**src/rtl/minimac2_tx_if.sv**
```systemverilog
// minimac2_tx_if: signal bundle between the minimac2 MII transmit engine and
// its surroundings (synchronized start/count/done handshake, TX packet
// buffer read port, MII transmit pins). Carries no clock or reset.
//
//   tx_start     single-cycle start request (phy_tx_clk domain)
//   tx_count     frame length in bytes, sampled with tx_start
//   tx_busy      high from accepted start until tx_done
//   tx_done      single-cycle completion pulse
//   txb_adr      TX buffer byte address
//   txb_dat      TX buffer read data, one cycle after txb_adr
//   phy_tx_en    MII TX_EN
//   phy_tx_er    MII TX_ER (always 0)
//   phy_tx_data  MII TXD nibble
//
// Modports: slave = transmit engine, master = control logic + buffer + PHY.
interface minimac2_tx_if;
    logic        tx_start;
    logic [10:0] tx_count;
    logic        tx_busy;
    logic        tx_done;
    logic [10:0] txb_adr;
    logic [7:0]  txb_dat;
    logic        phy_tx_en;
    logic        phy_tx_er;
    logic [3:0]  phy_tx_data;

    modport slave (
        input  tx_start, tx_count, txb_dat,
        output tx_busy, tx_done, txb_adr, phy_tx_en, phy_tx_er, phy_tx_data
    );

    modport master (
        output tx_start, tx_count, txb_dat,
        input  tx_busy, tx_done, txb_adr, phy_tx_en, phy_tx_er, phy_tx_data
    );
endinterface

```
**src/rtl/minimac2_tx.sv**
```systemverilog
// minimac2_tx: MII transmit engine of the minimac2 Ethernet MAC.
// Sends preamble (PREAMBLE_NIBBLES x 0x5) and SFD 0xD, then the frame bytes
// read from the TX buffer as nibbles (low nibble first), optionally the
// CRC-32 FCS, and finally holds TX_EN low for IFG_NIBBLES cycles before
// pulsing tx_done.
//
// Ports:
//   phy_tx_clk  MII transmit clock, sole clock
//   phy_rst_n   asynchronous active-low reset
//   bus         minimac2_tx_if.slave (handshake, buffer port, MII pins)
//
// Build option: define MINIMAC2_TX_CRC_EN to append a CRC-32 FCS
// (8 nibbles of ~crc, LSB nibble first). Without it, the FCS is expected to
// be part of the buffer contents.
module minimac2_tx #(
    parameter int unsigned PREAMBLE_NIBBLES = 15,
    parameter int unsigned IFG_NIBBLES      = 24
) (
    input  logic          phy_tx_clk,
    input  logic          phy_rst_n,
    minimac2_tx_if.slave  bus
);

`ifdef MINIMAC2_TX_CRC_EN
    typedef enum logic [2:0] {
        S_IDLE, S_PREAMBLE, S_DATA_LO, S_DATA_HI, S_FCS, S_IFG
    } state_t;
`else
    typedef enum logic [2:0] {
        S_IDLE, S_PREAMBLE, S_DATA_LO, S_DATA_HI, S_IFG
    } state_t;
`endif

    localparam logic [15:0] PRE_LAST = 16'(PREAMBLE_NIBBLES);
    localparam logic [15:0] IFG_LAST = 16'(IFG_NIBBLES);

    state_t      state_q;
    logic [15:0] cnt_q;     // preamble / FCS / IFG cycle counter
    logic [10:0] rem_q;     // bytes still to send, including current
    logic [3:0]  hi_q;      // high nibble of the byte being sent
    logic [10:0] adr_q;
    logic        busy_q;
    logic        done_q;
    logic        en_q;
    logic [3:0]  data_q;

`ifdef MINIMAC2_TX_CRC_EN
    logic [31:0] crc_q;
    logic [31:0] crc_d;

    function automatic logic [31:0] crc32_byte(input logic [31:0] c, input logic [7:0] d);
        logic [31:0] r;
        r = c ^ {24'h0, d};
        for (int unsigned i = 0; i < 8; i++)
            r = r[0] ? ((r >> 1) ^ 32'hEDB88320) : (r >> 1);
        return r;
    endfunction

    always_comb begin
        crc_d = crc32_byte(crc_q, bus.txb_dat);
    end
`endif

    always_ff @(posedge phy_tx_clk or negedge phy_rst_n) begin
        if (!phy_rst_n) begin
            state_q <= S_IDLE;
            cnt_q   <= '0;
            rem_q   <= '0;
            hi_q    <= '0;
            adr_q   <= '0;
            busy_q  <= 1'b0;
            done_q  <= 1'b0;
            en_q    <= 1'b0;
            data_q  <= '0;
`ifdef MINIMAC2_TX_CRC_EN
            crc_q   <= '1;
`endif
        end else begin
            done_q <= 1'b0;
            case (state_q)
                S_IDLE: begin
                    // A start coinciding with the tx_done cycle is dropped.
                    if (bus.tx_start && !done_q) begin
                        if (bus.tx_count != '0) begin
                            rem_q   <= bus.tx_count;
                            adr_q   <= '0;
                            busy_q  <= 1'b1;
                            cnt_q   <= '0;
                            state_q <= S_PREAMBLE;
`ifdef MINIMAC2_TX_CRC_EN
                            crc_q   <= '1;
`endif
                        end else begin
                            // Empty frame: jump to the last IFG cycle so that
                            // tx_done comes one edge later, busy never set.
                            cnt_q   <= IFG_LAST;
                            state_q <= S_IFG;
                        end
                    end
                end
                S_PREAMBLE: begin
                    en_q <= 1'b1;
                    if (cnt_q == PRE_LAST) begin
                        data_q  <= 4'hD;
                        state_q <= S_DATA_LO;
                    end else begin
                        data_q <= 4'h5;
                        cnt_q  <= cnt_q + 16'd1;
                    end
                end
                S_DATA_LO: begin
                    // Byte consumed now; its successor's address goes out so
                    // the sync RAM has it two edges later.
                    data_q  <= bus.txb_dat[3:0];
                    hi_q    <= bus.txb_dat[7:4];
                    adr_q   <= adr_q + 11'd1;
                    state_q <= S_DATA_HI;
`ifdef MINIMAC2_TX_CRC_EN
                    crc_q   <= crc_d;
`endif
                end
                S_DATA_HI: begin
                    data_q <= hi_q;
                    rem_q  <= rem_q - 11'd1;
                    if (rem_q == 11'd1) begin
                        cnt_q   <= '0;
`ifdef MINIMAC2_TX_CRC_EN
                        state_q <= S_FCS;
`else
                        state_q <= S_IFG;
`endif
                    end else begin
                        state_q <= S_DATA_LO;
                    end
                end
`ifdef MINIMAC2_TX_CRC_EN
                S_FCS: begin
                    data_q <= ~crc_q[3:0];
                    crc_q  <= crc_q >> 4;
                    if (cnt_q == 16'd7) begin
                        cnt_q   <= '0;
                        state_q <= S_IFG;
                    end else begin
                        cnt_q <= cnt_q + 16'd1;
                    end
                end
`endif
                S_IFG: begin
                    en_q   <= 1'b0;
                    data_q <= '0;
                    if (cnt_q == IFG_LAST) begin
                        done_q  <= 1'b1;
                        busy_q  <= 1'b0;
                        state_q <= S_IDLE;
                    end else begin
                        cnt_q <= cnt_q + 16'd1;
                    end
                end
                default: state_q <= S_IDLE;
            endcase
        end
    end

    assign bus.tx_busy     = busy_q;
    assign bus.tx_done     = done_q;
    assign bus.txb_adr     = adr_q;
    assign bus.phy_tx_en   = en_q;
    assign bus.phy_tx_er   = 1'b0;
    assign bus.phy_tx_data = data_q;

endmodule
```
**src/flat_wrapper.sv**
```systemverilog
// flat-port wrapper written by rule: the top's interface ports become plain ports
module minimac2_tx_flat 
#(
    parameter int unsigned PREAMBLE_NIBBLES = 15,
    parameter int unsigned IFG_NIBBLES      = 24
)
  (phy_tx_clk, phy_rst_n, bus_tx_start, bus_tx_count, bus_txb_dat, bus_tx_busy, bus_tx_done, bus_txb_adr, bus_phy_tx_en, bus_phy_tx_er, bus_phy_tx_data);
  minimac2_tx_if bus_i ();
  input  logic phy_tx_clk;
  input  logic phy_rst_n;
  input wire logic [$bits(bus_i.tx_start)-1:0] bus_tx_start;
  input wire logic [$bits(bus_i.tx_count)-1:0] bus_tx_count;
  input wire logic [$bits(bus_i.txb_dat)-1:0] bus_txb_dat;
  output wire logic [$bits(bus_i.tx_busy)-1:0] bus_tx_busy;
  output wire logic [$bits(bus_i.tx_done)-1:0] bus_tx_done;
  output wire logic [$bits(bus_i.txb_adr)-1:0] bus_txb_adr;
  output wire logic [$bits(bus_i.phy_tx_en)-1:0] bus_phy_tx_en;
  output wire logic [$bits(bus_i.phy_tx_er)-1:0] bus_phy_tx_er;
  output wire logic [$bits(bus_i.phy_tx_data)-1:0] bus_phy_tx_data;
  assign bus_i.tx_start = bus_tx_start;
  assign bus_i.tx_count = bus_tx_count;
  assign bus_i.txb_dat = bus_txb_dat;
  assign bus_tx_busy = bus_i.tx_busy;
  assign bus_tx_done = bus_i.tx_done;
  assign bus_txb_adr = bus_i.txb_adr;
  assign bus_phy_tx_en = bus_i.phy_tx_en;
  assign bus_phy_tx_er = bus_i.phy_tx_er;
  assign bus_phy_tx_data = bus_i.phy_tx_data;
  minimac2_tx #(.PREAMBLE_NIBBLES(PREAMBLE_NIBBLES), .IFG_NIBBLES(IFG_NIBBLES)) u_core (.phy_tx_clk(phy_tx_clk), .phy_rst_n(phy_rst_n), .bus(bus_i));
endmodule
```
**config.mk**
```make
export PLATFORM = sky130hd
export DESIGN_NAME = minimac2_tx_flat
export DESIGN_NICKNAME = d
export VERILOG_FILES = /design/src/rtl/minimac2_tx_if.sv /design/src/rtl/minimac2_tx.sv /design/src/flat_wrapper.sv
export SDC_FILE = /design/constraint.sdc
export NUM_CORES = 1
export LEC_CHECK = 0
export CORE_MARGIN = 2
export CORE_UTILIZATION = 40
export CTS_BUF_LIST = sky130_fd_sc_hd__clkbuf_8
export DETAILED_ROUTE_END_ITERATION = 16
export DONT_BUFFER_PORTS = 1
export PLACE_DENSITY = 0.52
export RECOVER_POWER = 25
export SLEW_MARGIN = 0
export SYNTH_ARGS = -nofsm -noshare
export SYNTH_HDL_FRONTEND = slang
export SYNTH_SLANG_ARGS = --single-unit
```
**constraint.sdc**
```tcl
create_clock -name phy_tx_clk -period 3.75 [get_ports phy_tx_clk]
set_clock_uncertainty 0.1 [all_clocks]
set_input_delay 0.1875 -clock phy_tx_clk [delete_from_list [all_inputs] [get_ports phy_tx_clk]]
set_output_delay 0.1875 -clock phy_tx_clk [all_outputs]
set_load 0.05 [all_outputs]
```
# After elaboration in Yosys (flattened, before gate mapping)
# Index checks and enable logic that the tools add are counted.
[totals] regBits=52 latchBits=0 ram_bits=0 rom_bits=0 in_bits=22 elab_cells=68 n_memories=0
[op_classes] n_addsub=3 n_mul=0 div_mod_pow=0 n_lt_le_gt_ge=0 eq_ne=14 shift=0 n_mux=27 bitwise=0 reduce_logical=15
[ops] cell="16-bit two-way mux" n=4
[ops] cell="16-bit case mux with 4 select lines" n=1
[ops] cell="11-bit two-way mux" n=4
[ops] cell="11-bit case mux with 2 select lines" n=2
[ops] cell="16-bit by 1-bit adder with 16-bit output (second input constant)" n=1
[ops] cell="16-bit by 4-bit equality test with 1-bit output (second input constant)" n=1
[ops] cell="16-bit by 5-bit equality test with 1-bit output (second input constant)" n=1
[ops] cell="4-bit case mux with 4 select lines" n=1
[ops] cell="3-bit two-way mux" n=5
[ops] cell="3-bit case mux with 5 select lines" n=1
[ops] cell="11-bit by 1-bit adder with 11-bit output (second input constant)" n=1
[ops] cell="11-bit by 1-bit equality test with 1-bit output (second input constant)" n=1
[ops] cell="11-bit nonzero test" n=1
[ops] cell="11-bit by 1-bit subtractor with 11-bit output (second input constant)" n=1
[ops] cell="2-bit by 1-bit != test with 1-bit output (second input constant)" n=5
[ops] cell="3-bit AND reduction" n=3
[ops] cell="2-bit nonzero test" n=4
[ops] cell="4-bit nonzero test" n=2
[ops] cell="3-bit by 2-bit equality test with 1-bit output (second input constant)" n=2
[ops] cell="1-bit two-way mux" n=5
[ops] cell="5-bit two-way mux" n=1
[ops] cell="5-bit AND reduction" n=1
[ops] cell="4-bit two-way mux" n=1
[ops] cell="2-bit != test (second input constant)" n=2
[ops] cell="7 further kinds" n=8

# Longest topological paths before layout
[depth] depth_word=4 mapped_depth=8 ltp_nobuf=7

# Least setup slack after synthesis
# No wires, ideal clock.
[synth_timing] path_type="flip-flop to flip-flop" startpoint="register u_core.done_q (netlist: u_core.bus.tx_done)" endpoint="register u_core.cnt_q[5]" setup_time_ps=136 t_arrival_ps=1817 required_ps=3514 slack_ps=1697 path_stages_with_launch=7 period_less_slack_ps=2053 path_cell_list="dfrtp_1 nand2b_1 a211o_1 a21o_1 buf_6 o31ai_1 o41ai_2"
[synth_between] elab_chain_cells=4
[synth_rtl] element="start: declaration" line="minimac2_tx.sv:43" source="logic done_q;"
[synth_rtl] element="start signal: assignment" line="minimac2_tx.sv:72" source="done_q <= 1'b0;"
[synth_rtl] element="start signal: assignment" line="minimac2_tx.sv:79" source="done_q <= 1'b0;"
[synth_rtl] element="start signal: assignment" line="minimac2_tx.sv:152" source="done_q <= 1'b1;"
[synth_rtl] element="1-bit zero test" line="minimac2_tx.sv:83" source="if (bus.tx_start && !done_q) begin"
[synth_rtl] element="1-bit logical AND" line="minimac2_tx.sv:83"
[synth_rtl] element="2-bit by 1-bit != test with 1-bit output (no line)"
[synth_rtl] element="5-bit AND reduction (no line)"
[synth_rtl] element="end signal: assignment" line="minimac2_tx.sv:108" source="cnt_q <= cnt_q + 16'd1;"
[synth_rtl] element="end signal: assignment" line="minimac2_tx.sv:156" source="cnt_q <= cnt_q + 16'd1;"
[synth_rtl] element="end: declaration" line="minimac2_tx.sv:38" source="logic [15:0] cnt_q;"
# Every way passes these cells.
# A chain may end at the register's enable or synchronous reset.

# Worst setup path in the final report
[layout_timing] startpoint="register u_core.state_q[0]" endpoint="register u_core.cnt_q[4]"
[layout_between] elab_chain_cells=3 elab_cells_between_ends=11
[layout_rtl] element="start: declaration" line="minimac2_tx.sv:37" source="state_t state_q;"
[layout_rtl] element="start signal: assignment" line="minimac2_tx.sv:66" source="state_q <= S_IDLE;"
[layout_rtl] element="start signal: assignment" line="minimac2_tx.sv:89" source="state_q <= S_PREAMBLE;"
[layout_rtl] element="start signal: assignment" line="minimac2_tx.sv:97" source="state_q <= S_IFG;"
[layout_rtl] element="3-bit equality test, or another cell as far along" line="minimac2_tx.sv:80" source="case (state_q)"
[layout_rtl] element="2-bit != test (no line), or another cell as far along"
[layout_rtl] element="5-bit AND reduction (no line)"
# Several ways; a longest one is shown, not always the timed one.

==> impl_results.md <==
* Minimum clock period at approximately 2500 ps
* FF-to-FF setup slack at 1220 ps
* Core area at around 7700 um2
* Yosys top cell by area: dfrtp_1
* Sequential power share at 47.4%
* Chip width at 93.0 um
* Post-synth top cells: dfrtp_1, nand2_1, nor2_1
* First-pass GRT wire length at approximately 13000 um
* Design area at 3450 um2
* Worst-path clk slew at 100 ps
* Via-to-Cell Ratio at 5.79
* Postcts setup bufs at 0
* Post-synth EDFFs at 0
* Largest net degree at the start of global routing at 53
* H-Tree Depth at 2
* Initial DRT Pass Iterations at 4
* Synth Area per Inst at 9.12 um2
* Slew at the pin with the worst max-slew slack at 847 ps
* Pwr per Cell Area at 614 nW/um2
* Lkg Pwr at 1.40 nW
* Worst Setup End Kind: flip-flop
* Routed wire length at 7590 um
* Outcome: finished, final reports clean
* Global route overflow at 0
* # rows at 32
* Slew headroom at 43.1%
* Detail Route Antenna Nets at 0
* Clock power share at 16.2%
* Cell total after placement at 428
* Syn nets at 374
* CTS Sinks at 52
* Count leader, synth: dfrtp_1
* CTS buffer count at 5
* Syn. warnings at 0
* Hold Fails Final Rpt at 0
* Worst setup SP type: flip-flop
* Primary FF master, synth: dfrtp_1
* Antenna Cells at 0
* CTS max path bufs at 2
* Finish-stage setup viols at 0
* Antenna violations before repair at 0
* Initial Utilization at 41.2%
* Internal at 1.14 mW
* Vias in the first global route at 2617
* Vias at 2623
* Area contributors post-synth: dfrtp_1, nand2_1, o31ai_1, o21ai_0, a21oi_1
* NumNets Final at 377
* Crit path DAT at 2600 ps
* Max Cap Violations at 0
* CTS tree: done
* Cells after Synth at approximately 350
* Initial drt markers at 164
* DPL Wire Length at 5280 um
* Total power at 2.12 mW
* Slew Limit Fails at 0
* Port Buffer Count at 0
* CP Class: flip-flop to flip-flop
* Crit-path max FO at 22
* Fmax achieved at approximately 400 MHz
* Fin Setup TNS at 0 ps
* Filler instances at between 700 and 800
* Worst endpoint required time at 3830 ps
* Routability cong. at between 0.8 and 0.9
* Tightest Hold Check Type: input pin to flip-flop
* Ys async rst share at 100%
* RSZ-0062 raised after global routing: false
* Layout cells sized above 1 at 8.26%
* Share of the synthesized area in the top cell type at roughly two fifths
* Register area at about 1300 um2
* Synth-to-layout area growth at 8.93%
* Die Area at 8640 um2
* Unique cell type count in the Yosys netlist at 65
* Clk Latency, worst-skew pair at between 300 and 400 ps
* Crit share post-route at between 60% and 70%
* Number of synthesized register bits at 52
* Gr usage total at 18.8%
* Area of the multi-input gates at ~1700 um2
* I/O Pins at between 40 and 50
* Routed WL per cell at 16.8 um
* Sequential-to-total area share from yosys stat at 41.1%
* DP Area at about 3200 um2
* Sw frac at a little under half
* Mapped Area at ~3200 um2
* Die Y at around 93 um
* CTS Root Cell: clkbuf_8
* Combinational power share at 36.4%
* Worst ir drop on vdd at 0.000368 V
* Final non-filler cell total at roughly 450
* DRC at 0
* Switch Pwr at 0.980 mW
-- state kept, by name (all words and copies together) (netlist names) --
| register | flops |
|---|---|
| u_core.state_q | 3 |
| u_core.rem_q | 11 |
| u_core.bus.txb_adr | 11 |
| u_core.bus.tx_done | 1 |
| u_core.cnt_q | 16 |
| u_core.bus.phy_tx_data | 4 |
| u_core.bus.tx_busy | 1 |
| u_core.hi_q | 4 |
| u_core.bus.phy_tx_en | 1 |
-- critical path: stages, from the launching register on --
cell and delay (ps):
dfrtp_1 650, nor2_1 530, nand2_1 160, o22ai_2 570, or2_1 300, o22ai_1 100
-- repair_timing --
action	CTS	global route
hold buffers	17	0
endpoints found under the hold margin	67	0
gates resized for setup	0	0
endpoints found under the setup margin	0	0
-- final cells by class --
cell class	count	area share [%]
Clock buffer	6	2.39
Sequential cell	52	37.7
Tap cell	102	3.70
Multi-Input combinational cell	262	49.0
Clock inverter	2	0.399
Timing Repair Buffer	17	5.44
Inverter	12	1.31
-- metrics by stage --
step	util, %	setup slack [ps]	hold WS [ps]
after detailed placement	41.2	1260	-207
after floorplan	-	1700	-208
after global routing	44.9	976	28.6
after CTS	44.9	1240	4.69
final	44.9	1220	17.2
after global placement	41.2	1290	-207
-- kinds of logic (layout without fill, tap and decap cells) --
logic type,after synthesis,in the layout,share of synthesized area (%)
flops,52,52,41.1
fa+ha+maj,5,5,1.98
compound gates,112,112,24.7
mux,3,3,0.949
simple gates,137,137,24.5
buf+inv,33,37,5.49
xor+xnor,4,4,1.11
other cells,1,1,0.118
-- layout by cell type (no fill, tap or decap), drive strengths merged, types with 3 or more instances in the layout --
| cell | count |
|---|---|
| or3 | 5 |
| o211ai | 3 |
| a21oi | 20 |
| o22ai | 3 |
| mux2i | 3 |
| nor2b | 4 |
| nor4 | 8 |
| nand2b | 3 |
| inv | 13 |
| a211oi | 4 |
| nand2 | 43 |
| o31ai | 16 |
| o22a | 4 |
| ha | 5 |
| dfrtp | 52 |
| nor3 | 7 |
| clkbuf | 6 |
| dlygate4sd3 | 16 |
| nand4 | 9 |
| and2 | 3 |
| a31oi | 7 |
| xor2 | 4 |
| nand3 | 14 |
| a22o | 3 |
| o21ai | 28 |
| nor2 | 25 |
| a21boi | 3 |
| and3 | 6 |
| o2111ai | 3 |
-- metal layers --
metal / wire length, um / share of wire [%] / vias to the layer above / global-route usage (%)
met1: 3580 / 47 / 1283 / 25.8
li1: - / - / 1290 / -
met5: 0 / 0 / - / 0
met3: 263 / 3.5 / 6 / 3.34
met4: 110 / 1.4 / 0 / 5.51
met2: 3630 / 48 / 44 / 30.4
-- power by group through the flow --
| stage | Sequential [mW] | Combinational [mW] | Clock, mW |
|---|---|---|---|
| final | 1.00 | 0.770 | 0.342 |
| after global routing | 1.04 | 0.884 | 0.385 |
| after CTS | 1.00 | 0.773 | 0.364 |
| after detailed placement | 1.01 | 0.739 | 0 |
| after global placement | 1.01 | 0.736 | 0 |
| after floorplan | 0.924 | 0.706 | 0 |
-- final timing paths --
check,startpoint,end,depth (start not counted)
worst min-delay path,bus_txb_dat[2],u_core.bus.phy_tx_data[2],2
min in group asynchronous,phy_rst_n,u_core.bus.txb_adr[3],2
worst min register to register,u_core.hi_q[3],u_core.hi_q[3],2
max in group asynchronous,phy_rst_n,u_core.cnt_q[6],2
worst max-delay path,u_core.state_q[0],u_core.cnt_q[4],5
worst max register to register,u_core.state_q[0],u_core.cnt_q[4],5
(Power assumes the default switching activity.)
